==> config.mk <==
export PLATFORM = sky130hd
export DESIGN_NAME = multi_channel_rr_arbiter
export DESIGN_NICKNAME = d
export VERILOG_FILES = /design/src/rtl/multi_channel_rr_arbiter.sv
export SDC_FILE = /design/constraint.sdc
export NUM_CORES = 1
export LEC_CHECK = 0
export BUFFER_PORTS_ARGS = -buffer_cell sky130_fd_sc_hd__buf_2
export CAP_MARGIN = 20
export CORE_MARGIN = 3
export CORE_UTILIZATION = 30
export CTS_CLUSTER_SIZE = 40
export DETAILED_ROUTE_END_ITERATION = 10
export PLACE_DENSITY = 0.49
export SETUP_SLACK_MARGIN = 0.4
export SYNTH_ARGS = -nofsm -noshare
export SYNTH_HDL_FRONTEND = slang
export SYNTH_SLANG_ARGS = --single-unit
==> constraint.sdc <==
create_clock -name clk -period 2 [get_ports clk]
set_input_delay 0.4 -clock clk [delete_from_list [all_inputs] [get_ports clk]]
set_output_delay 0.4 -clock clk [all_outputs]
set_load 0.05 [all_outputs]
==> src/rtl/multi_channel_rr_arbiter.sv <==
// multi_channel_rr_arbiter
// Shares NUM_CHANNELS optical channels among NUM_ROUTERS requesting routers.
// Each channel is IDLE, OFFERED or BUSY. While no offer is outstanding, the
// lowest-indexed IDLE channel is offered for one cycle to the first eligible
// router found by scanning upward from a round-robin pointer. The offered
// router accepts by keeping its request high at the end of that cycle. The
// owner frees the channel with done, or an optional busy timeout frees it.
//
// Ports
//   clk        : clock, rising edge
//   rst        : asynchronous active-high reset
//   request    : per-router channel request (level)
//   done       : per-router transfer-complete pulse
//   grant      : registered one-hot offer (zero when no offer)
//   grant_chan : index of the offered channel, valid while grant != 0
//   chan_busy  : per-channel BUSY flag
//   chan_owner : per-channel owner index, slice c = [c*RW +: RW], 0 unless BUSY
//   timeout    : per-channel one-cycle pulse on forced release
module multi_channel_rr_arbiter #(
  parameter int NUM_ROUTERS    = 4,
  parameter int NUM_CHANNELS   = 2,
  parameter int TIMEOUT_CYCLES = 0,
  localparam int CW = (NUM_CHANNELS > 1) ? $clog2(NUM_CHANNELS) : 1,
  localparam int RW = (NUM_ROUTERS > 1) ? $clog2(NUM_ROUTERS) : 1
) (
  input  logic                         clk,
  input  logic                         rst,
  input  logic [NUM_ROUTERS-1:0]       request,
  input  logic [NUM_ROUTERS-1:0]       done,
  output logic [NUM_ROUTERS-1:0]       grant,
  output logic [CW-1:0]                grant_chan,
  output logic [NUM_CHANNELS-1:0]      chan_busy,
  output logic [NUM_CHANNELS*RW-1:0]   chan_owner,
  output logic [NUM_CHANNELS-1:0]      timeout
);

  // Counter only has to reach TIMEOUT_CYCLES-1.
  localparam int TW = (TIMEOUT_CYCLES > 1) ? $clog2(TIMEOUT_CYCLES) : 1;
  localparam logic [TW-1:0] CNT_LAST = TW'((TIMEOUT_CYCLES > 0) ? TIMEOUT_CYCLES - 1 : 0);

  typedef enum logic [1:0] {CH_IDLE, CH_OFFERED, CH_BUSY} chan_state_e;

  chan_state_e             state_q [NUM_CHANNELS];
  chan_state_e             state_d [NUM_CHANNELS];
  // While OFFERED, owner holds the offered router so the accept can be resolved.
  logic [RW-1:0]           owner_q [NUM_CHANNELS];
  logic [RW-1:0]           owner_d [NUM_CHANNELS];
  logic [TW-1:0]           cnt_q   [NUM_CHANNELS];
  logic [TW-1:0]           cnt_d   [NUM_CHANNELS];
  logic [NUM_ROUTERS-1:0]  grant_q, grant_d;
  logic [CW-1:0]           grant_chan_q, grant_chan_d;
  logic [RW-1:0]           rr_ptr_q, rr_ptr_d;
  logic [NUM_CHANNELS-1:0] timeout_q, timeout_d;

  logic [NUM_ROUTERS-1:0]  owns;
  logic [NUM_ROUTERS-1:0]  elig;
  logic                    idle_found;
  logic [CW-1:0]           idle_sel;
  logic                    rtr_found;
  logic [RW-1:0]           rtr_sel;
  int                      scan_idx;

  function automatic logic [RW-1:0] next_ptr(input logic [RW-1:0] cur);
    int n;
    n = int'(cur) + 1;
    if (n >= NUM_ROUTERS) n = 0;
    return RW'(n);
  endfunction

  always_ff @(posedge clk or posedge rst) begin
    if (rst) begin
      for (int c = 0; c < NUM_CHANNELS; c++) begin
        state_q[c] <= CH_IDLE;
        owner_q[c] <= '0;
        cnt_q[c]   <= '0;
      end
      grant_q      <= '0;
      grant_chan_q <= '0;
      rr_ptr_q     <= '0;
      timeout_q    <= '0;
    end else begin
      for (int c = 0; c < NUM_CHANNELS; c++) begin
        state_q[c] <= state_d[c];
        owner_q[c] <= owner_d[c];
        cnt_q[c]   <= cnt_d[c];
      end
      grant_q      <= grant_d;
      grant_chan_q <= grant_chan_d;
      rr_ptr_q     <= rr_ptr_d;
      timeout_q    <= timeout_d;
    end
  end

  always_comb begin
    state_d      = state_q;
    owner_d      = owner_q;
    cnt_d        = cnt_q;
    grant_d      = '0;
    grant_chan_d = '0;
    rr_ptr_d     = rr_ptr_q;
    timeout_d    = '0;
    owns         = '0;
    elig         = '0;
    idle_found   = 1'b0;
    idle_sel     = '0;
    rtr_found    = 1'b0;
    rtr_sel      = '0;
    scan_idx     = 0;

    for (int c = 0; c < NUM_CHANNELS; c++) begin
      if (state_q[c] == CH_BUSY) owns[owner_q[c]] = 1'b1;
    end

    // Per-channel transitions. done is only looked at in BUSY, so a done
    // from a router that is merely offered has no effect.
    for (int c = 0; c < NUM_CHANNELS; c++) begin
      case (state_q[c])
        CH_OFFERED: begin
          if (request[owner_q[c]]) begin
            state_d[c] = CH_BUSY;
            cnt_d[c]   = '0;
            rr_ptr_d   = next_ptr(owner_q[c]);
          end else begin
            state_d[c] = CH_IDLE;
            owner_d[c] = '0;
          end
        end
        CH_BUSY: begin
          if (done[owner_q[c]]) begin
            state_d[c] = CH_IDLE;
            owner_d[c] = '0;
            cnt_d[c]   = '0;
          end else if (TIMEOUT_CYCLES > 0 && cnt_q[c] == CNT_LAST) begin
            state_d[c]   = CH_IDLE;
            owner_d[c]   = '0;
            cnt_d[c]     = '0;
            timeout_d[c] = 1'b1;
          end else if (TIMEOUT_CYCLES > 0) begin
            cnt_d[c] = cnt_q[c] + 1'b1;
          end
        end
        default: ;
      endcase
    end

    // New offer decisions use registered state only, so a channel released
    // on this edge is not offered until the following edge.
    for (int i = 0; i < NUM_ROUTERS; i++) begin
      elig[i] = request[i] & ~owns[i] & ~grant_q[i];
    end
    for (int c = 0; c < NUM_CHANNELS; c++) begin
      if (!idle_found && state_q[c] == CH_IDLE) begin
        idle_found = 1'b1;
        idle_sel   = CW'(c);
      end
    end
    for (int k = 0; k < NUM_ROUTERS; k++) begin
      scan_idx = int'(rr_ptr_q) + k;
      if (scan_idx >= NUM_ROUTERS) scan_idx = scan_idx - NUM_ROUTERS;
      if (!rtr_found && elig[scan_idx]) begin
        rtr_found = 1'b1;
        rtr_sel   = RW'(scan_idx);
      end
    end
    if (grant_q == '0 && idle_found && rtr_found) begin
      grant_d[rtr_sel]  = 1'b1;
      grant_chan_d      = idle_sel;
      state_d[idle_sel] = CH_OFFERED;
      owner_d[idle_sel] = rtr_sel;
    end
  end

  always_comb begin
    chan_busy  = '0;
    chan_owner = '0;
    for (int c = 0; c < NUM_CHANNELS; c++) begin
      if (state_q[c] == CH_BUSY) begin
        chan_busy[c]            = 1'b1;
        chan_owner[c*RW +: RW]  = owner_q[c];
      end
    end
  end

  assign grant      = grant_q;
  assign grant_chan = grant_chan_q;
  assign timeout    = timeout_q;

endmodule
# Word-level counts from Yosys, hierarchy flattened
# Cells that the tools add are included.
# totals
output_inout_bits	13
regBits	15
in_bits	10
word_cells	148
# op_classes
n_lt_le_gt_ge	18
bitwise	21
reduce_logical	17
n_addsub	9
muxes	72
n_eq_ne	4
# op_table
op	n
< comparator 32 x 4 -> 1 bit, second input constant	4
two-way mux 32 bit	4
two-way mux 2 bit	21
two-way mux 1 bit	25
two-way mux 4 bit	5
binary-select mux 1 bit (select 2 bit)	8
one-hot mux 2 bit (2 select lines)	4
>= comparator 3 bit, second input constant	5
subtractor 3 x 3 -> 4 bit, second input constant	3
logical AND 1 bit	10
adder 2 x 1 -> 3 bit, second input constant	3
< comparator 2 x 3 -> 1 bit, second input constant	3
bitwise AND 1 bit	8
inverter 1 bit	8
adder 2 x 2 -> 3 bit, second input constant	2
demux 1 bit (select 2 bit)	3
>= comparator 2 x 1 -> 1 bit, second input constant	3
bitwise mux 4 bit	1
equality test 2 x 1 -> 1 bit, second input constant	2
equality test 2 bit, second input constant	2
logical NOT 1 bit	4
logical NOT 2 bit	2
logical NOT 4 bit	1
bitwise OR 4 bit	1
other kinds (9)	9

# Depth between registers and ports, before layout
# Gate-level depths: netlist of the first run.
# depth
depth_word	28
depth_mapped	9
mapped_depth_nobuf	8

# Least setup slack after synthesis of the first run
# OpenSTA, ideal clock, no wires.
# synth_path
path_kind	register to register
start	reg state_q[2] (netlist name)
end	reg grant_q[0] (netlist: grant[0])
t_arrival_ns	2.044
period_less_slack_ns	2.164
stages_incl_launch_ff	8
required_time_ns	1.880
setup_slack_ns	-0.164
n_path_buf	0
setup_ns	0.120
path_cell_list	dfrtp_1 > inv_1 > ha_1 > nand2_1 > and4_4 > a211o_1 > a21o_1 > and3b_1
# synth_between
elab_chain_cells	25
elab_cells_between_ends	55
cone_classes	order compare: 2; eq/ne: 1; mux: 27; bitwise: 13; reduce/logical: 12
# synth_rtl
element	line_no	rtl
start, declared	43	chan_state_e state_q [NUM_CHANNELS];
start signal, assigned by index	83	state_q[c] <= state_d[c];
equality test 2 bit	111	if (state_q[c] == CH_BUSY) owns[owner_q[c]] = 1'b1;
two-way mux 4 bit	111	
bitwise OR 4 bit (no line)	n/a	
two-way mux 4 bit	111	
inverter 1 bit	149	elig[i] = request[i] & ~owns[i] & ~grant_q[i];
bitwise AND 1 bit (2 in a row)	149	
binary-select mux 1 bit (select 2 bit)	160	if (!rtr_found && elig[scan_idx]) begin
two-way mux 1 bit (not written as such) (2 in a row)	160	
[8 not listed]	n/a	
logical AND 1 bit	160	
two-way mux 2 bit	160	
< comparator 2 x 3 -> 1 bit (not written as such) / >= comparator 2 x 1 -> 1 bit (equally long branches)	166	grant_d[rtr_sel] = 1'b1;
logical AND 1 bit (not written as such)	166	
two-way mux 1 bit (not written as such)	166	
demux 1 bit (select 2 bit)	166	
two-way mux 4 bit *	165	if (grant_q == '0 && idle_found && rtr_found) begin
via grant_d[0]	50	logic [NUM_ROUTERS-1:0] grant_q, grant_d;
end signal, assigned	87	grant_q <= grant_d;
end, declared	50	
# The timed path passes the listed nets; every way through them passes the cells marked *. The select of a mux whose other input is x is not followed.

# Worst setup path in the final report of the first run
# layout_path
start	reg state_q[0] (netlist name)
end	reg grant_q[0] (netlist: grant[0])
# layout_between
elab_chain_cells	23
elab_cells_between_ends	51
cone_classes	order compare: 2; eq/ne: 1; mux: 25; bitwise: 12; reduce/logical: 11
# layout_rtl
element	line_no
equality test 2 bit	111
two-way mux 4 bit	111
inverter 1 bit	149
bitwise AND 1 bit (2 in a row)	149
binary-select mux 1 bit (select 2 bit)	160
two-way mux 1 bit (not written as such) (2 in a row)	160
two-way mux 1 bit	160
logical NOT 1 bit	160
[6 not listed]	n/a
logical AND 1 bit	160
two-way mux 2 bit	160
< comparator 2 x 3 -> 1 bit (not written as such) / >= comparator 2 x 1 -> 1 bit (equally long branches)	166
logical AND 1 bit (not written as such)	166
two-way mux 1 bit (not written as such)	166
demux 1 bit (select 2 bit)	166
two-way mux 4 bit *	165
via grant_d[0]	50
# Marked as above.

==> results of run 1 <==
## flip-flops by register name, indices dropped and copies added, names as in the netlist
| register | cells |
|---|---|
| owner_q | 4 |
| state_q | 4 |
| grant_chan | 1 |
| rr_ptr_q | 2 |
| grant | 4 |
## logic make-up (layout without fill, tap and decap cells)
logic type      after synthesis  count (layout)
compound gates               22              22
fa+ha+maj                    17              17
buf+inv                      17              54
flops                        15              15
mux                          13              13
other cells                   1               2
simple gates                 42              42
## where the power goes
part / switching, W / internal [W]
sequential: 0.000125 / 0.000426
combinational: 0.000859 / 0.000756
clock: 0.000107 / 0.000141
## worst paths after layout
| path | startpoint | endpoint | slack (ps) | cells past startpoint |
|---|---|---|---|---|
| max in group asynchronous | rst | owner_q[1] | 1340 | 2 |
| min reg2reg | owner_q[0] | rr_ptr_q[0] | 610 | 3 |
| max | state_q[0] | grant[0] | 220 | 7 |
| min in group clk | owner_q[0] | rr_ptr_q[0] | 610 | 3 |
| min | rst | state_q[2] | 220 | 2 |
| max reg2reg | state_q[0] | grant[0] | 220 | 7 |
## timing repair
item,in CTS,in global routing
setup endpoints to repair,21,20
resized for setup,32,21
setup buffers,10,7
pin swaps,8,9
## through the flow
step	TNS, ps	hold WS (ps)	util (%)
2_1_floorplan	0	301	-
3_3_place_gp	-28.8	501	36.9
3_5_place_dp	0	504	36.9
4_1_cts	0	243	42.2
5_1_grt	0	262	45.5
6_report	0	221	45.5
## final cells by class
class,instances,area share (%)
flip-flops and latches,15,21.9
repair buffers,39,17.8
inverters,11,2.37
well taps,48,3.45
multi-input cells,96,51.9
clock buffers,4,2.59
## per-layer routing
metal | vias to the layer above | wire length, um | share of wire [%] | global-route usage, %
met1 | 512 | 1400 | 45 | 16.4
met2 | 27 | 1510 | 49 | 21.1
li1 | 524 | - | - | -
met5 | - | 0 | 0 | 0
met4 | 0 | 73 | 2.4 | 4.89
met3 | 8 | 98 | 3.2 | 2.73
## Yosys cell counts (2+ instances only)
| cell type | instances |
|---|---|
| a21oi_1 | 2 |
| a22oi_1 | 3 |
| a22oi_2 | 2 |
| and2_1 | 4 |
| buf_2 | 2 |
| buf_4 | 2 |
| buf_6 | 2 |
| dfrtp_1 | 15 |
| ha_1 | 17 |
| inv_1 | 11 |
| mux2_2 | 2 |
| mux2i_1 | 10 |
| nand2_1 | 7 |
| nand2_2 | 2 |
| nand3_1 | 6 |
| nand4b_1 | 2 |
| nor2_1 | 4 |
| nor2b_1 | 2 |
| o21ai_0 | 3 |
| o21ai_1 | 5 |
## worst register-to-register path: stages (launching register included)
cell,delay (ps)
dfrtp_1,390
inv_2,90
ha_4,200
a22oi_2,90
nand3b_1,170
nand4_1,210
o211ai_1,300
and3b_1,230
==> flow_summary_export.csv, run 1 <==
group,metric,value,unit
timing,hold_viol,0,
timing,fin_ws,222,ps
critical_path,start_kind,"flip-flop",
clock_network,cts_tree,"yes",
floorplan,start_util,32.5,%
grt,antenna_found_initial,0,
yosys,ys_top_cells_by_area,"dfrtp_1 30%, ha_1 17%, mux2i_1 8.0%",
min_path,min_path_type,"input pin to async pin",
yosys,synth_ff_type,"dfrtp_1",
timing,period_needed,1780,ps
finish,mostFrequentLayoutCells,"15 x buf_4, 14 x buf_2, 11 x ha_1, 11 x dfrtp_1, 10 x mux2i_1",
clock_network,cts.sinks,15,
floorplan,core-area,3830,um^2
power,ir_worst_vdd,699,uV
timing,finalMaxSlewViolations,0,
clock_network,cts-root-buf,"clkbuf_8",
timing,skew,1.23,ps
yosys,synth_compound_area_share,12.4,%
critical_path,endpoint_kind,"flip-flop",
grt,grt_pass1_vias,1051,
run,drv_cap,0,
clock_network,clock_latency,250,ps
critical_path,slowest_delay,390,ps
place,dp_hpwl,2410,um
floorplan,io_pins,23,
power,total_power,0.00242,W
yosys,yosys.area_share.adder,17.1,%
finish,area_growth,39.8,%
finish,final_common_cell,"buf_4",
critical_path,crit_chain,"inv_2 > ha_4 > a22oi_2 > nand3b_1 > nand4_1 > o211ai_1 > and3b_1",
yosys,synth_seq_area_share,30.2,%
yosys,synth_top_family_by_area,"simple AND/OR/NAND/NOR gates",
yosys,ys_warn_count,0,
finish,multi_input_area,903,um^2
yosys,yosys.area.top_type,"dfrtp_1",
clock_network,cts_buffers,3,
route,vias,1071,
critical_path,worstPathArrival,1920,ps
yosys,synthXorXnorAreaFrac,0,%
yosys,synth.top_cell.area_share,30.2,%
route,initialDrtViolationCount,38,
route,vias_per_cell,5.03,
floorplan,core.rowCount,22,
status,status,"finished, final reports clean",
yosys,synth.mux.area_fraction,11.7,%
clock_network,cts_hold_buffers,0,
grt,gr-usage-all-layers,12.9,%
power,p_leak,0.816,nW
grt,grt_pass1_wl,5060,um
floorplan,die_w,70.4,um
place,io_buffers,20,
clock_network,clockBufferDepth,2,
critical_path,cp_top_family,"simple AND/OR/NAND/NOR gates",
critical_path,critPathBufInv,1,
place,dp_worst_setup_slack,42.7,ps
critical_path,slowest_stage,"dfrtp_1",
route,dr.pass1.iters,6,
place,dp_cells,192,
finish,fillers,374,
yosys,synth_seq_cells,15,
yosys,syn_area,1240,um^2
timing,slew-limit-headroom,58.4,%
timing,max_freq,0.562,GHz
yosys,synthCells,127,
timing,worst_pin_slew,624,ps
finish,layout-drive-gt1-share,53.9,%
route,post_drt_wl_per_cell,14.4,um
finish,regArea,380,um^2
critical_path,path_class,"flip-flop to flip-flop",
place,place_area,1410,um^2
yosys,syn_avg_cell_area,9.80,um^2
floorplan,die_h,70.4,um
yosys,async_reset_ff_share,100,%
clock_network,htree_levels,1,
yosys,synth.distinct_cells,44,
finish,nets,193,
finish,final_cells,213,
grt,grt-ovfl-total,0,
finish,diodes,0,
critical_path,critPathRequiredTime,2140,ps
floorplan,die_area,4960,um^2
clock_network,clk_pin_slew,60,ps
grt,grt_max_degree,16,
yosys,synth-simple-area-share,21.3,%
timing,fin_crit_sh,88.9,%
power,cellPowerDensity,1390,nW/um^2
timing,rsz0062_at_grt,"yes",
timing,setup_violations,0,
route,drc,0,
route,wirelength,3080,um
finish,fin_area,1740,um^2
yosys,synth_enable_flop_cells,0,
critical_path,path_max_fanout,7,
route,final_antenna_net_count,0,
place,gp_congestion,0.795,
Note: power is estimated with default switching activity, not from simulation.
==> run 2, diff against run 1 <==
CORE_UTILIZATION = 40   (was 30)
PLACE_DENSITY = 0.62   (was 0.49)
==> run 2 against run 1 <==
Wire length hardly changed. Setup slack got worse by 30 ps. Clock-buffer cell count fell by 1. Register-to-register slack got worse by 30 ps. Critical endpoint unchanged. Sequential power up 1%. Final cell count decreased by 7.5%. Die area decreased by 23%. Maximum frequency shrank 1.6%. Global-route usage up 5.2 points. Largest cell class unchanged. Clock skew grew 7.4 ps. Sequential share of layout area grew 0.69 points. Non-clock buffer count grew 1.
==> flow_summary_export.csv, run 2 (same netlist as run 1, synthesis figures left out) <==
group,metric,value,unit
status,status,"finished, final reports clean",
critical_path,slowest_delay,410,ps
critical_path,r2r-start,"state_q[0]",
timing,period_needed,1810,ps
power,cellPowerDensity,1360,nW/um^2
run,drv_cap,0,
grt,grt-ovfl-total,0,
finish,final_common_cell,"buf_4",
route,dr.pass1.iters,4,
place,gp_congestion,0.866,
clock_network,htree_levels,1,
grt,antenna_found_initial,0,
critical_path,path_max_fanout,7,
power,p_leak,0.815,nW
grt,use_met2,29.9,%
place,io_buffers,20,
critical_path,critPathRequiredTime,2180,ps
place,place_area,1390,um^2
route,initialDrtViolationCount,60,
critical_path,crit_chain,"inv_2 > ha_4 > a22oi_2 > nand3b_1 > nand4_1 > o211ai_1 > and3b_1",
finish,fin_area,1690,um^2
route,post_drt_wl_per_cell,15.6,um
critical_path,r2r-end,"grant[0]",
place,dp_worst_setup_slack,62.7,ps
floorplan,core.rowCount,19,
route,drc,0,
floorplan,die_area,3820,um^2
finish,diodes,0,
critical_path,endpoint_kind,"flip-flop",
clock_network,cts_hold_buffers,0,
critical_path,slowest_stage,"dfrtp_1",
timing,hold_viol,0,
clock_network,cts_buffers,3,
timing,max_freq,0.553,GHz
route,vias,1067,
grt,gr-max-usage-layer,"met2",
grt,grt_pass1_wl,4990,um
grt,grt_use_met3,2.48,%
grt,gr-usage-all-layers,18.1,%
timing,worst_pin_slew,594,ps
floorplan,start_util,43.6,%
critical_path,path_class,"flip-flop to flip-flop",
critical_path,cp_top_family,"simple AND/OR/NAND/NOR gates",
floorplan,die_w,61.8,um
finish,mostFrequentLayoutCells,"19 x buf_4, 14 x buf_2, 12 x ha_1",
min_path,min_path_type,"input pin to async pin",
grt,grt_use_met1,24.2,%
finish,layout-drive-gt1-share,53.0,%
clock_network,cts-root-buf,"clkbuf_4",
timing,rsz0062_at_grt,"yes",
finish,nets,194,
clock_network,clockBufferDepth,2,
timing,skew,8.64,ps
route,wirelength,3070,um
critical_path,critPathBufInv,1,
critical_path,worstPathArrival,1990,ps
clock_network,clock_latency,290,ps
timing,fin_crit_sh,90.4,%
timing,fin_ws,192,ps
route,final_antenna_net_count,0,
critical_path,r2r_setup_slack,190,ps
power,ir_worst_vdd,698,uV
critical_path,reg2regPathDepth,7,
timing,slew-limit-headroom,60.4,%
clock_network,cts_tree,"yes",
route,vias_per_cell,5.42,
clock_network,clk_pin_slew,100,ps
critical_path,start_kind,"flip-flop",
timing,tns,0,ps
floorplan,die_h,61.8,um
timing,setup_violations,0,
grt,grt_pass1_vias,1060,
place,dp_hpwl,2300,um
floorplan,io_pins,23,
clock_network,cts.sinks,15,
grt,grt_max_degree,16,
timing,finalMaxSlewViolations,0,
floorplan,core-area,2850,um^2
finish,area_growth,36.0,%
run 2: cell count changes in the layout (fill, tap and decap cells not counted), sizes merged:
cell    delta
buf        +1
clkbuf     -1
clkinv     +1
run 2: power by group:
group          internal, W  switching, W  total (W)
clock network    0.0000743      0.000102   0.000177
registers         0.000426      0.000135   0.000560
logic             0.000727      0.000846    0.00157
run 2: worst max-delay path by stage:
| stage | from | to | slack (ps) | depth (start not counted) |
|---|---|---|---|---|
| global placement | owner_q[2] | grant[2] | 50 | 7 |
| global route | state_q[0] | grant[0] | 90 | 7 |
| finish | state_q[0] | grant[0] | 190 | 7 |
| detailed placement | owner_q[2] | grant[2] | 60 | 7 |
| floorplan | state_q[0] | grant[0] | 250 | 7 |
| CTS | owner_q[1] | owner_q[0] | 240 | 6 |
run 2: layer usage:
layer | share of wire (%) | wire, um | up-vias
li1 | - | - | 522
met1 | 46 | 1410 | 514
met2 | 49 | 1520 | 27
met3 | 3.7 | 115 | 4
met4 | 1.1 | 33 | 0
met5 | 0 | 0 | -
run 2: worst register-to-register path, cell delays in order, from the launching register on:
cell      delay [ps]
dfrtp_1          410
inv_2             80
ha_4             210
a22oi_2           90
nand3b_1         180
nand4_1          220
o211ai_1         290
and3b_1          230
run 2: per-stage QoR:
step,hold slack [ps],std cells,power (W),util (%)
after floorplan,301,128,0.00154,-
after global placement,487,175,0.00176,48.7
after detailed placement,501,175,0.00178,48.7
after CTS,179,190,0.00215,55.5
after global routing,195,197,0.00248,59.3
final,157,197,0.00231,59.3
run 2: final cells by class:
type,count,area [um^2]
Clock buffer,3,22.5
Clock inverter,1,5.00
Fill cell,256,1160
Inverter,11,41.3
Multi-Input combinational cell,96,897
Sequential cell,15,382
Tap cell,31,38.8
Timing Repair Buffer,40,307
run 2: timing repair:
action / CTS / global route
pin swaps: 7 / 6
setup buffers: 11 / 7
resized for setup: 30 / 15
hold endpoints to repair: 0 / 0
endpoints found under the setup margin: 21 / 21
==> run 3, diff against run 2 <==
CORE_ASPECT_RATIO = 2   (was unset)
SLEW_MARGIN = 0   (was unset)
==> run 3 against run 2 <==
Clock skew is 6.7 ps lower. Sequential power is 1% lower. Cell area is 2.8% higher. Critical endpoint is now state_q[2]. Wire length is 13% higher. Via count is 2.7% higher. Combinational power is 8% higher.
==> flow_summary_export.csv, run 3 (same netlist as run 1, synthesis figures left out) <==
group,metric,value,unit
timing,fin_crit_sh,91.0,%
finish,nets,195,
floorplan,die_h,84.9,um
clock_network,cts-root-buf,"clkbuf_8",
critical_path,worstPathArrival,1950,ps
power,p_sw,0.00116,W
floorplan,core.rowCount,28,
finish,layout-drive-gt1-share,58.1,%
grt,grt_max_degree,16,
critical_path,reg2regPathDepth,8,
finish,final_common_cell,"buf_4",
power,power.internal,0.00133,W
route,vias_per_cell,5.56,
power,clockPowerShare,9.6,%
critical_path,crit_chain,"inv_2 > ha_4 > a22oi_2 > nand3b_1 > nand4_1 > buf_4 > and3_4 > or2_1",
critical_path,r2r_setup_slack,180,ps
timing,whs,200,ps
critical_path,path_class,"flip-flop to flip-flop",
clock_network,clockBufferDepth,2,
grt,antenna_found_initial,0,
floorplan,core-area,2980,um^2
critical_path,slowest_delay,390,ps
timing,rsz0062_at_grt,"yes",
route,drc,0,
clock_network,cts_tree,"yes",
timing,slew-limit-headroom,61.8,%
timing,skew,1.98,ps
critical_path,critPathRequiredTime,2130,ps
route,dr.pass1.iters,4,
timing,hold_viol,0,
route,post_drt_wl_per_cell,17.6,um
timing,period_needed,1820,ps
grt,gr-usage-all-layers,19.0,%
critical_path,start_kind,"flip-flop",
min_path,min_path_type,"input pin to async pin",
place,dp_hpwl,2530,um
power,combinationalPowerShare,68.1,%
grt,grt_pass1_wl,5380,um
clock_network,clk_pin_slew,60,ps
clock_network,clock_latency,250,ps
place,gp_congestion,0.854,
run,drv_cap,0,
floorplan,die_w,45.5,um
finish,area_growth,39.8,%
clock_network,cts_hold_buffers,0,
clock_network,cts_buffers,3,
route,vias,1096,
floorplan,start_util,41.8,%
finish,diodes,0,
grt,grt_pass1_vias,1200,
clock_network,cts.sinks,15,
finish,mostFrequentLayoutCells,"20 x buf_4, 15 x buf_2, 11 x ha_1",
critical_path,path_max_fanout,8,
critical_path,slowest_stage,"dfrtp_1",
timing,setup_violations,0,
floorplan,io_pins,23,
power,ir_worst_vdd,770,uV
floorplan,die_area,3860,um^2
status,status,"finished, final reports clean",
route,wirelength,3470,um
power,p_seq_share,22.2,%
route,final_antenna_net_count,0,
place,io_buffers,20,
timing,max_freq,0.550,GHz
critical_path,r2r-end,"state_q[2]",
critical_path,endpoint_kind,"flip-flop",
grt,grt-ovfl-total,0,
power,swShare,46.5,%
clock_network,htree_levels,1,
timing,tns,0,ps
power,cellPowerDensity,1430,nW/um^2
timing,finalMaxSlewViolations,0,
critical_path,r2r-start,"state_q[0]",
route,initialDrtViolationCount,16,
power,p_leak,0.817,nW
timing,worst_pin_slew,572,ps
[run 3: what timing repair did]
action / CTS / global route
gates cloned: 0 / 0
gates resized for setup: 36 / 14
pin swaps: 11 / 8
endpoints found under the setup margin: 21 / 20
buffers inserted: 13 / 6
[run 3: area by class of cell]
class	count	area (um^2)
fill	256	1240
timing repair buffer	41	300
clock buffer	3	41.3
inverter	11	41.3
tap	30	37.5
clock inverter	1	5.00
sequential	15	383
multi-input combinational	96	932
[run 3: per-stage QoR]
step                      worst slack, ps  std cells  instance area, um^2  total power (W)  utilization (%)
after floorplan                       255        128                 1290          0.00154                -
after global placement               96.8        174                 1390          0.00179             46.6
after detailed placement             96.8        174                 1390          0.00181             46.6
after CTS                             248        191                 1640          0.00232             55.2
after global routing                 99.5        197                 1740          0.00266             58.4
final                                 181        197                 1740          0.00249             58.4
[run 3: power groups by stage]
stage / Combinational (W) / Sequential, W / Clock, W
after global routing: 0.00183 / 0.000567 / 0.000264
after CTS: 0.00153 / 0.000550 / 0.000246
after floorplan: 0.000917 / 0.000623 / 0
final: 0.00170 / 0.000553 / 0.000240
after detailed placement: 0.00124 / 0.000569 / 0
after global placement: 0.00123 / 0.000565 / 0
[run 3: critical path, delay by kind of cell, from the launching register on]
kind	cells	cell delay, ps
compound gates	1	90
buf+inv	2	270
simple gates	4	740
flops	1	390
fa+ha+maj	1	210
[run 3: metal layers]
layer  routed length, um  vias up  track usage (%)
li1                    -      522                -
met1                1150      534             18.8
met2                2030       29             34.1
met3                 124       11             2.34
met4                 158        0             12.0
met5                   0        -                0
[run 3: how the worst max path moves through the flow]
stage	cells past startpoint	slack (ps)	to	start
6_report	8	180	state_q[2]	state_q[0]
5_1_grt	6	100	owner_q[1]	owner_q[1]
4_1_cts	7	250	grant[0]	state_q[0]
3_5_place_dp	7	100	grant[2]	owner_q[0]
3_3_place_gp	7	100	grant[2]	owner_q[0]
2_1_floorplan	7	250	grant[0]	state_q[0]
